[src/rtl/hub75_bcm.sv]
// rtl/hub75_bcm.sv - HUB75 binary-coded-modulation row painter: shift, latch and timed show per bit-plane.
// Define HUB75_BCM_GUARD_EN to add a 2-cycle blanked guard between latch and on-time.
module hub75_bcm #(
    parameter int N_ROWS     = 32,
    parameter int N_PLANES   = 8,
    parameter int LEN_W      = 8,
    parameter int LOG_N_ROWS = $clog2(N_ROWS)
) (
    input  logic                        clk,
    input  logic                        rst,
    input  logic [LOG_N_ROWS-1:0]       bcm_row,
    input  logic                        bcm_row_first,
    input  logic                        bcm_go,
    output logic                        bcm_rdy,
    output logic [$clog2(N_PLANES)-1:0] shift_plane,
    output logic                        shift_go,
    input  logic                        shift_rdy,
    input  logic [LEN_W-1:0]            ctrl_len,
    output logic [LOG_N_ROWS-1:0]       phy_addr,
    output logic                        phy_le,
    output logic                        phy_blank
);

    localparam int PW = $clog2(N_PLANES);
    localparam int TW = LEN_W + N_PLANES;
    localparam logic [PW-1:0] LAST_PLANE = PW'(N_PLANES - 1);

    typedef enum logic [2:0] {
        IDLE,
        SHIFT,
        WAIT,
        LATCH,
        SHOW
`ifdef HUB75_BCM_GUARD_EN
        , GUARD
`endif
    } state_t;

    state_t                state;
    logic [LOG_N_ROWS-1:0] row_reg;
    logic [PW-1:0]         plane;
    logic [LEN_W-1:0]      len_reg;
    logic [TW-1:0]         timer;
    logic [TW-1:0]         timer_load;
    logic [TW-1:0]         timer_nxt;
    logic                  load_on;
    logic                  wait_first;
`ifdef HUB75_BCM_GUARD_EN
    logic                  guard_cnt;
`endif

    // The on-time is loaded on the way into SHOW so the panel unblanks in the SHOW cycle itself.
    always_comb begin
        timer_load = (TW'(len_reg) + TW'(1)) << plane;
`ifdef HUB75_BCM_GUARD_EN
        load_on    = (state == GUARD) && guard_cnt;
`else
        load_on    = (state == LATCH);
`endif
        if (load_on) begin
            timer_nxt = timer_load;
        end else if (timer != '0) begin
            timer_nxt = timer - TW'(1);
        end else begin
            timer_nxt = timer;
        end
    end

    always_ff @(posedge clk) begin
        if (rst) begin
            state       <= IDLE;
            row_reg     <= '0;
            plane       <= '0;
            len_reg     <= '0;
            timer       <= '0;
            wait_first  <= 1'b0;
            phy_blank   <= 1'b1;
            phy_le      <= 1'b0;
            phy_addr    <= '0;
            shift_go    <= 1'b0;
            shift_plane <= '0;
            bcm_rdy     <= 1'b1;
`ifdef HUB75_BCM_GUARD_EN
            guard_cnt   <= 1'b0;
`endif
        end else begin
            timer     <= timer_nxt;
            phy_blank <= (timer_nxt == '0);
            phy_le    <= 1'b0;
            shift_go  <= 1'b0;
            case (state)
                IDLE: begin
                    if (bcm_go) begin
                        row_reg     <= bcm_row;
                        plane       <= '0;
                        if (bcm_row_first) begin
                            len_reg <= ctrl_len;
                        end
                        shift_go    <= 1'b1;
                        shift_plane <= '0;
                        bcm_rdy     <= 1'b0;
                        state       <= SHIFT;
                    end
                end
                SHIFT: begin
                    wait_first <= 1'b1;
                    state      <= WAIT;
                end
                WAIT: begin
                    wait_first <= 1'b0;
                    // Previous plane must finish its on-time before the new data is latched.
                    if (!wait_first && shift_rdy && (timer == '0)) begin
                        phy_le   <= 1'b1;
                        phy_addr <= row_reg;
                        state    <= LATCH;
                    end
                end
                LATCH: begin
`ifdef HUB75_BCM_GUARD_EN
                    guard_cnt <= 1'b0;
                    state     <= GUARD;
`else
                    state     <= SHOW;
`endif
                end
`ifdef HUB75_BCM_GUARD_EN
                GUARD: begin
                    if (guard_cnt) begin
                        state <= SHOW;
                    end else begin
                        guard_cnt <= 1'b1;
                    end
                end
`endif
                SHOW: begin
                    if (plane == LAST_PLANE) begin
                        bcm_rdy <= 1'b1;
                        state   <= IDLE;
                    end else begin
                        plane       <= plane + PW'(1);
                        shift_plane <= plane + PW'(1);
                        shift_go    <= 1'b1;
                        state       <= SHIFT;
                    end
                end
                default: state <= IDLE;
            endcase
        end
    end

endmodule

[config.mk]
export PLATFORM = sky130hd
export DESIGN_NAME = hub75_bcm
export DESIGN_NICKNAME = d
export VERILOG_FILES = /design/src/rtl/hub75_bcm.sv
export SDC_FILE = /design/constraint.sdc
export NUM_CORES = 1
export LEC_CHECK = 0
export ABC_AREA = 1
export CORE_MARGIN = 2
export CORE_UTILIZATION = 25
export CTS_CLUSTER_SIZE = 20
export DETAILED_ROUTE_END_ITERATION = 7
export HOLD_SLACK_MARGIN = 0.08
export PLACE_DENSITY = 0.41
export SLEW_MARGIN = 20
export SYNTH_ARGS = -nofsm -noshare
export SYNTH_HDL_FRONTEND = slang
export SYNTH_SLANG_ARGS = --single-unit
[constraint.sdc]
create_clock -name clk -period 1.5 [get_ports clk]
set_input_delay 0.225 -clock clk [delete_from_list [all_inputs] [get_ports clk]]
set_output_delay 0.225 -clock clk [all_outputs]
set_load 0.02 [all_outputs]
**After elaboration in Yosys (flattened, before gate mapping)**

Cells that the tools add are included.

- Bits in registers: 45
- Output and inout port bits: 12
- Word-level logic and storage cells: 58

- Bitwise logic cells: 1
- Shifts and indexed selects: 1
- Multiplexer cells: 17
- Equal/unequal tests: 9
- $add $sub $neg: 3
- Reductions and logical operators: 16

Operators with widths:

| operator | number |
|---|---|
| $logic_not 16->1 | 2 |
| $mux 16 | 2 |
| $reduce_bool 16->1 | 1 |
| $shl 9x3->16 | 1 |
| $sub 16x1->16 const B | 1 |
| $pmux 3 s5 | 1 |
| $mux 3 | 4 |
| $add 8x1->9 const B | 1 |
| $reduce_and 3->1 | 3 |
| $ne 2x2->1 const B | 4 |
| $eq 3x2->1 const B | 2 |
| $eq 3x3->1 const B | 2 |
| $mux 1 | 6 |
| $pmux 1 s2 | 3 |
| $pmux 3 s2 | 1 |
| $reduce_and 2->1 | 3 |
| $reduce_bool 2->1 | 2 |
| $add 3x1->3 const B | 1 |
| $eq 3x1->1 const B | 1 |
| $logic_not 3->1 | 1 |
| $logic_and 1x1->1 | 2 |
| $reduce_or 2->1 | 1 |
| $logic_not 1->1 | 1 |
| $not 1->1 | 1 |

**Longest topological paths before layout**

Gate-level depths: netlist (run 1).

- Word-level depth: 5
- Mapped depth: 16
- Gate-level depth less buffers: 16

**Worst setup path before layout (run 1)**

No wires, ideal clock.

- Kind: reg-to-reg
- Start point: reg len_reg[0]
- End point: reg phy_blank
- Period minus slack after synthesis: 1,601 ps
- Slack: -101 ps
- Library setup time: 124 ps
- Data arrival time: 1,477 ps
- Cell stages (with the launch flop): 17
- Data required time: 1,376 ps
- Cell sequence: dfxtp_1 > ha_1 > nand2_2 > nor2_2 > nand2_1 > nand3_1 > nand2_1 > nand2_1 > nand3_1 > nand2_1 > inv_1 > nand2_1 > nor2_1 > nand2_1 > nor2_1 > nand2_1 > nand2_1

- Word-level cells in the longest chain between the ends: 4

RTL lines:

| element | line | RTL |
|---|---|---|
| from (decl) | 42 | `logic [LEN_W-1:0] len_reg;` |
| from (signal assigned) | 97 | `len_reg <= ctrl_len;` |
| $add 8x1->9 | 54 | `timer_load = (TW'(len_reg) + TW'(1)) << plane;` |
| $shl 9x3->16 | 54 |  |
| $mux 16 | 60 | `if (load_on) begin` |
| $logic_not 16->1 | 88 | `phy_blank <= (timer_nxt == '0);` |
| to (signal assigned) | 88 |  |
| to (decl) | 21 | `output logic phy_blank` |

No other way between the ends.
A chain may end at the register's enable or synchronous reset.

**Worst setup path in the final report (run 1)**

- Start point: reg timer[12]
- End point: reg state[0]

- Word-level cells in the longest chain between the ends: 4

RTL lines:

| element | line | RTL |
|---|---|---|
| from (decl) | 43 | `logic [TW-1:0] timer;` |
| from (signal assigned) | 87 | `timer <= timer_nxt;` |
| $logic_not 16->1 | 112 | `if (!wait_first && shift_rdy && (timer == '0)) begin` |
| $logic_and 1x1->1 | 112 |  |
| $ne 2x2->1 (no line) | -- |  |
| $reduce_and 2->1 (no line) | -- |  |
| to (signal assigned) | 107 | `state <= WAIT;` |
| to (signal assigned) | 115 | `state <= LATCH;` |
| to (signal assigned) | 123 | `state <= SHOW;` |
| to (decl) | 39 | `state_t state;` |

No other way between the ends.

==> flow_summary.ini, run 1 <==
[cells_and_area]
fillers = 1214
diodes = 0
final_cell_mix = buf_4, nand2_1, nand3_2
fin_area_um2 = 4592
area_growth_pct = 59.63
mostFrequentLayoutCell = buf_4
fin_nets = 551
drive_gt1_share_pct = 44.42
largest_register_ffs = 16

[floorplanning]
floorplan.rows = 39
start_util_pct = 25.41
io_pins = 30
die_y_um = 111.3
die_w_um = 111.3
core_area_um2 = 11320
die_area_um2 = 12380

[synth]
syn_area_per_cell_um2 = 6.898
synth_cell_type_count = 36
async_flop_share_pct = 0
netlist_area_um2 = 2877
synthMuxAreaShare_pct = 0
synth_nets = 440
yosysSeqAreaShare_pct = 31.32
yosys_warnings = 0
synthAdderAreaFrac_pct = 2.175
synth_top_family_by_area = simple AND/OR/NAND/NOR gates
yosys.area_share.simple_pct = 41.84
synth_top_flop_cell = dfxtp_1
synth-edff-count = 0
syn_inst = 417
synth_xor_area_share_pct = 2.436
yosys_register_bits = 45
synth_compound_area_share_pct = 13.27

[sta]
drv_slew = 0
fin_ws_ns = -0.1532
fin_crit_sh_pct = 110.2
maxSlewHeadroom_pct = 78.83
period_needed_ns = 1.653
tns_ns = -0.5077
fin_worst_skew_ns = 0.007057
grt_setup_unrepaired = true
setup_viol = 7
finalHoldViolations = 0
worst_pin_slew_ns = 0.3167
fmax_mhz = 604.9

[clocking]
clock_latency_ns = 0.29
cts_tree = yes
cts_sinks = 45
cts_max_path_buffers = 2
ctsRootBufferMaster = clkbuf_16
clkTransAtPathRegs_ns = 0.07
htreeDepth = 2
numCtsBuffers = 5

[routing]
vias_per_cell = 4.432
wl_um = 8176
drtIter0Drc = 75
route.detailed.drc = 0
wire_per_inst_um = 12.17
drtAntennaViolNets = 0
firstDrtPassIters = 4
vias = 2978

[setup_path]
required_ns = 1.72
r2r_start = timer[12]
arrival_ns = 1.87
crit_type = flop to flop
cp_max_fo = 8
crit_chain = nor2_4 > nand3_2 > nor2_4 > nand2_4 > buf_6 > or3_4 > a21oi_2
cp_common_cell = nor2_4
start_kind = flop
slowest_stage = or3_4
critPathCaptureType = flop
cp-startpoint = timer[12]
slowest_delay_ns = 0.37

[power]
swShare_pct = 41.09
max-vdd-ir-drop_uv = 824.8
clockPowerShare_pct = 19.8
internal_power_mw = 4.307
p_seq_share_pct = 22.9
comb_power_share_pct = 57.3
switchingPower_mw = 3.005
power.density_nw_per_um2 = 1592
p_leak_nw = 2.103

[grt]
first_global_vias = 2842
antenna_found_initial = 0
track_usage_pct = 13.17
grt_pass1_wl_um = 13690
grt_max_degree = 24
overflow = 0

[run]
cap_violations = 0

[placement]
pre_cts_ws_ns = -0.2591
dpl_cell_area_um2 = 3930
gp_congestion = 0.8050
numPortBuffers = 29
post-dp-hpwl_um = 6318

[min_path]
hold_start = row_reg[2]
min_path_type = flop to flop

[status]
run_status = finished, violations left
violations = setup timing
-- final timing paths --
| kind | cells past startpoint | slack, ns | end |
|---|---|---|---|
| worst min-delay path | 2 | 0.45 | row_reg[2] |
| worst min register to register | 2 | 0.45 | row_reg[2] |
| worst max register to register | 7 | -0.15 | state[0] |
| worst max-delay path | 7 | -0.15 | state[0] |
-- stage by stage --
step	instances	total power [mW]	hold WS, ns	util, %
3_5_place_dp	655	5.183	0.4448	34.71
4_1_cts	668	7.068	0.4560	38.11
5_1_grt	672	7.922	0.4746	40.56
6_report	672	7.312	0.4543	40.56
2_1_floorplan	417	3.834	0.3207	-
3_3_place_gp	655	5.199	0.4394	34.71
-- routing by layer --
metal,GRT usage [%],wire (um)
met5,0,0
met4,2.798,74
met3,1.750,199
met2,21.75,3853
met1,18.38,4049
-- cell type report --
type	count	area [um^2]	share of cell area, %
clock buffer	5	125.1	2.725
clock inverter	3	68.82	1.499
timing repair buffer	116	998.5	21.74
sequential	45	929.6	20.25
tap	143	178.9	3.896
inverter	48	187.7	4.087
multi-input combinational	312	2103	45.80
-- cells by family (layout without fill, tap and decap cells) --
group / after synthesis / count (layout)
AND/OR/NAND/NOR: 228 / 229
AO/OA/AOI/OAI: 70 / 70
XOR/XNOR: 8 / 8
buffers and inverters: 61 / 172
flip-flops: 45 / 45
adder cells (fa/ha/maj): 5 / 5
-- power groups by stage --
stage / clock [mW] / combinational (mW) / sequential, mW
after CTS: 1.48 / 3.91 / 1.67
after global routing: 1.54 / 4.68 / 1.71
final: 1.45 / 4.19 / 1.68
after floorplan: 0 / 2.19 / 1.64
after global placement: 0 / 3.54 / 1.66
after detailed placement: 0 / 3.53 / 1.66
-- what timing repair did --
| action | 4_1_cts | 5_1_grt |
|---|---|---|
| setup buffers | 4 | 5 |
| cloned | 1 | 0 |
| pin swaps | 19 | 32 |
| hold buffers | 0 | 0 |
| setup endpoints to repair | 28 | 44 |
| gates resized for setup | 47 | 65 |
-- cell usage after synthesis, types with 2 or more instances --
library cell	count	share of area (%)
buf_4	4	1.0
nand4_1	3	0.65
ha_1	5	2.2
o31ai_1	2	0.52
buf_2	3	0.52
nand2_2	8	1.7
dfxtp_1	45	31
nor3_1	3	0.52
nand3_2	22	7.7
nor2_4	5	2.0
o21ai_1	10	1.7
nand3_1	47	8.2
inv_2	3	0.39
clkbuf_1	5	0.65
nor2_2	10	2.2
o211ai_1	4	1.0
o21ai_0	18	3.1
a21oi_1	28	4.9
xor2_1	5	1.5
o21bai_1	2	0.52
nand3b_1	2	0.52
a31oi_1	4	0.87
nor2_1	42	5.5
inv_1	43	5.6
nand2_1	81	11
xnor2_1	3	0.91
-- critical path, delay by kind of cell (launching register included) --
family / cells / cell delay, ns
compound gates: 1 / 0.14
flops: 1 / 0.34
buf+inv: 1 / 0.14
simple gates: 5 / 0.97
No activity file was read; power rests on OpenSTA's default activity.
==> run 2: changes to the inputs <==
- CORE_UTILIZATION: 25 -> 35
- PLACE_DENSITY: 0.41 -> 0.54
==> run 2 against run 1 <==
Compared with the run above: the run still ends with setup timing left; worst hold slack improved by 0.0046 ns; power decreased by 6.3%; via count increased by 1.4%; largest cell class unchanged.
==> flow_summary.ini, run 2 (synthesis gave the netlist of run 1 again) <==
[floorplanning]
io_pins = 30
core_area_um2 = 8093
die_area_um2 = 8960
floorplan.rows = 33
die_y_um = 94.66
start_util_pct = 35.54
die_w_um = 94.66

[placement]
numPortBuffers = 29
gp_congestion = 0.8294
post-dp-hpwl_um = 5895
dpl.cell_count = 612

[routing]
dr_wl_met2_um = 3796
vias = 3020
firstDrtPassIters = 4
drtAntennaViolNets = 0
vias_per_cell = 4.771
route.detailed.drc = 0
route.met3.wl_um = 203
wire_per_inst_um = 12.40
top_layer = met4
wl_um = 7847
drtIter0Drc = 74
wl_met1_um = 3745

[status]
violations = setup timing
run_status = finished, violations left

[clocking]
postCtsHoldBufs = 0
cts_tree = yes
clkTransAtPathRegs_ns = 0.10
numCtsBuffers = 5
clock_latency_ns = 0.31
cts_max_path_buffers = 2
cts_sinks = 45
ctsRootBufferMaster = clkbuf_8
htreeDepth = 2

[grt]
track_usage_pct = 17.96
grt_pass1_wl_um = 12960
first_global_vias = 2867
antenna_found_initial = 0
overflow = 0
grt_max_degree = 24

[setup_path]
cp_common_cell = nand2_1
critPathBufInv = 3
slowest_delay_ns = 0.35
required_ns = 1.76
crit_chain = inv_2 > buf_6 > ha_4 > inv_4 > nor2_4 > nand2_2 > xor2_2 > nand3_2 > nand2_1 > nor2_1 > nand2_1 > nor2_2 > nand2_1 > nand2_1
start_kind = flop
arrival_ns = 1.91
critPathCaptureType = flop
slowest_stage = dfxtp_2
cp_top_family = simple AND/OR/NAND/NOR gates
cp_max_fo = 4
crit_type = flop to flop

[sta]
period_needed_ns = 1.645
grt_setup_unrepaired = true
drv_slew = 0
fin_worst_skew_ns = 0.009406
fin_ws_ns = -0.1446
fin_crit_sh_pct = 109.6
tns_ns = -0.5113
maxSlewHeadroom_pct = 82.37
fmax_mhz = 608.1
worst_pin_slew_ns = 0.2633
setup_viol = 10
finalHoldViolations = 0

[cells_and_area]
layout.cells.non_filler = 633
final_cell_mix = buf_4, nand2_1, nand3_2
multi_input_area_um2 = 2068
drive_gt1_share_pct = 43.94
fillers = 793
regArea_um2 = 929.6
largest_register_ffs = 16
fin_nets = 550
mostFrequentLayoutCell = buf_4
diodes = 0
area_growth_pct = 53.41

[power]
swShare_pct = 44.90
power.density_nw_per_um2 = 1552
power_mw = 6.849
internal_power_mw = 3.774
p_leak_nw = 2.093
clockPowerShare_pct = 12.0
max-vdd-ir-drop_uv = 489.1
switchingPower_mw = 3.075
p_seq_share_pct = 24.1
comb_power_share_pct = 63.9

[run]
cap_violations = 0

[min_path]
min_path_type = flop to flop
## run 2: cell count changes in the layout (fill, tap and decap cells not counted), moves of 5 or more
cell	previous run	this run
clkbuf_16	5	0
clkbuf_8	0	5
clkdlybuf4s50_1	23	17
dlymetal6s2s_1	3	8
nand2_1	71	66
nand2_2	14	19
nand3_1	24	30
nand3_2	44	38
## run 2: worst paths after layout
kind | start | to | slack (ns) | cells past startpoint
setup / recovery | timer[1] | phy_blank | -0.14 | 14
hold / removal | row_reg[3] | row_reg[3] | 0.46 | 2
setup reg to reg | timer[1] | phy_blank | -0.14 | 14
hold reg to reg | row_reg[3] | row_reg[3] | 0.46 | 2
## run 2: stage by stage
step                area [um^2]  worst slack (ns)  util, %  hold WS (ns)
finish                     4413           -0.1446    54.53        0.4589
detailed placement         3845           -0.2252    47.51        0.4450
global route               4413           -0.2902    54.53        0.4802
floorplan                  2933          0.001564        -        0.3207
global placement           3845           -0.2180    47.51        0.4351
CTS                        4080           -0.1738    50.42        0.4603
## run 2: power by group through the flow
stage / registers, mW / clock network (mW) / logic [mW]
6_report: 1.65 / 0.819 / 4.38
5_1_grt: 1.69 / 0.897 / 4.83
4_1_cts: 1.63 / 0.847 / 3.80
3_5_place_dp: 1.65 / 0 / 3.49
3_3_place_gp: 1.64 / 0 / 3.46
2_1_floorplan: 1.64 / 0 / 2.19
## run 2: layer usage
metal  track usage (%)  vias to the layer above
met5                 0                        -
met4             3.744                        0
met3             2.793                       10
met2             30.79                       46
met1             23.84                     1367
li1                  -                     1597
## run 2: worst reg2reg max path, cell delays in order, from the launching register on
cell and delay, ns:
dfxtp_2 0.35, inv_2 0.08, buf_6 0.10, ha_4 0.17, inv_4 0.05, nor2_4 0.12, nand2_2 0.07, xor2_2 0.15
nand3_2 0.08, nand2_1 0.05, nor2_1 0.09, nand2_1 0.08, nor2_2 0.11, nand2_1 0.05, nand2_1 0.05
## run 2: timing repair
| action | CTS | global route |
|---|---|---|
| pin swaps | 13 | 37 |
| cloned | 1 | 0 |
| endpoints found under the setup margin | 28 | 50 |
| buffers inserted | 5 | 8 |
| gates resized for setup | 37 | 78 |
## run 2: layout make-up
type / instances / share of cell area, %
Tap cell: 105 / 2.977
Timing Repair Buffer: 115 / 22.71
Clock inverter: 3 / 0.5671
Inverter: 48 / 4.253
Clock buffer: 5 / 1.559
Sequential cell: 45 / 21.07
Multi-Input combinational cell: 312 / 46.87
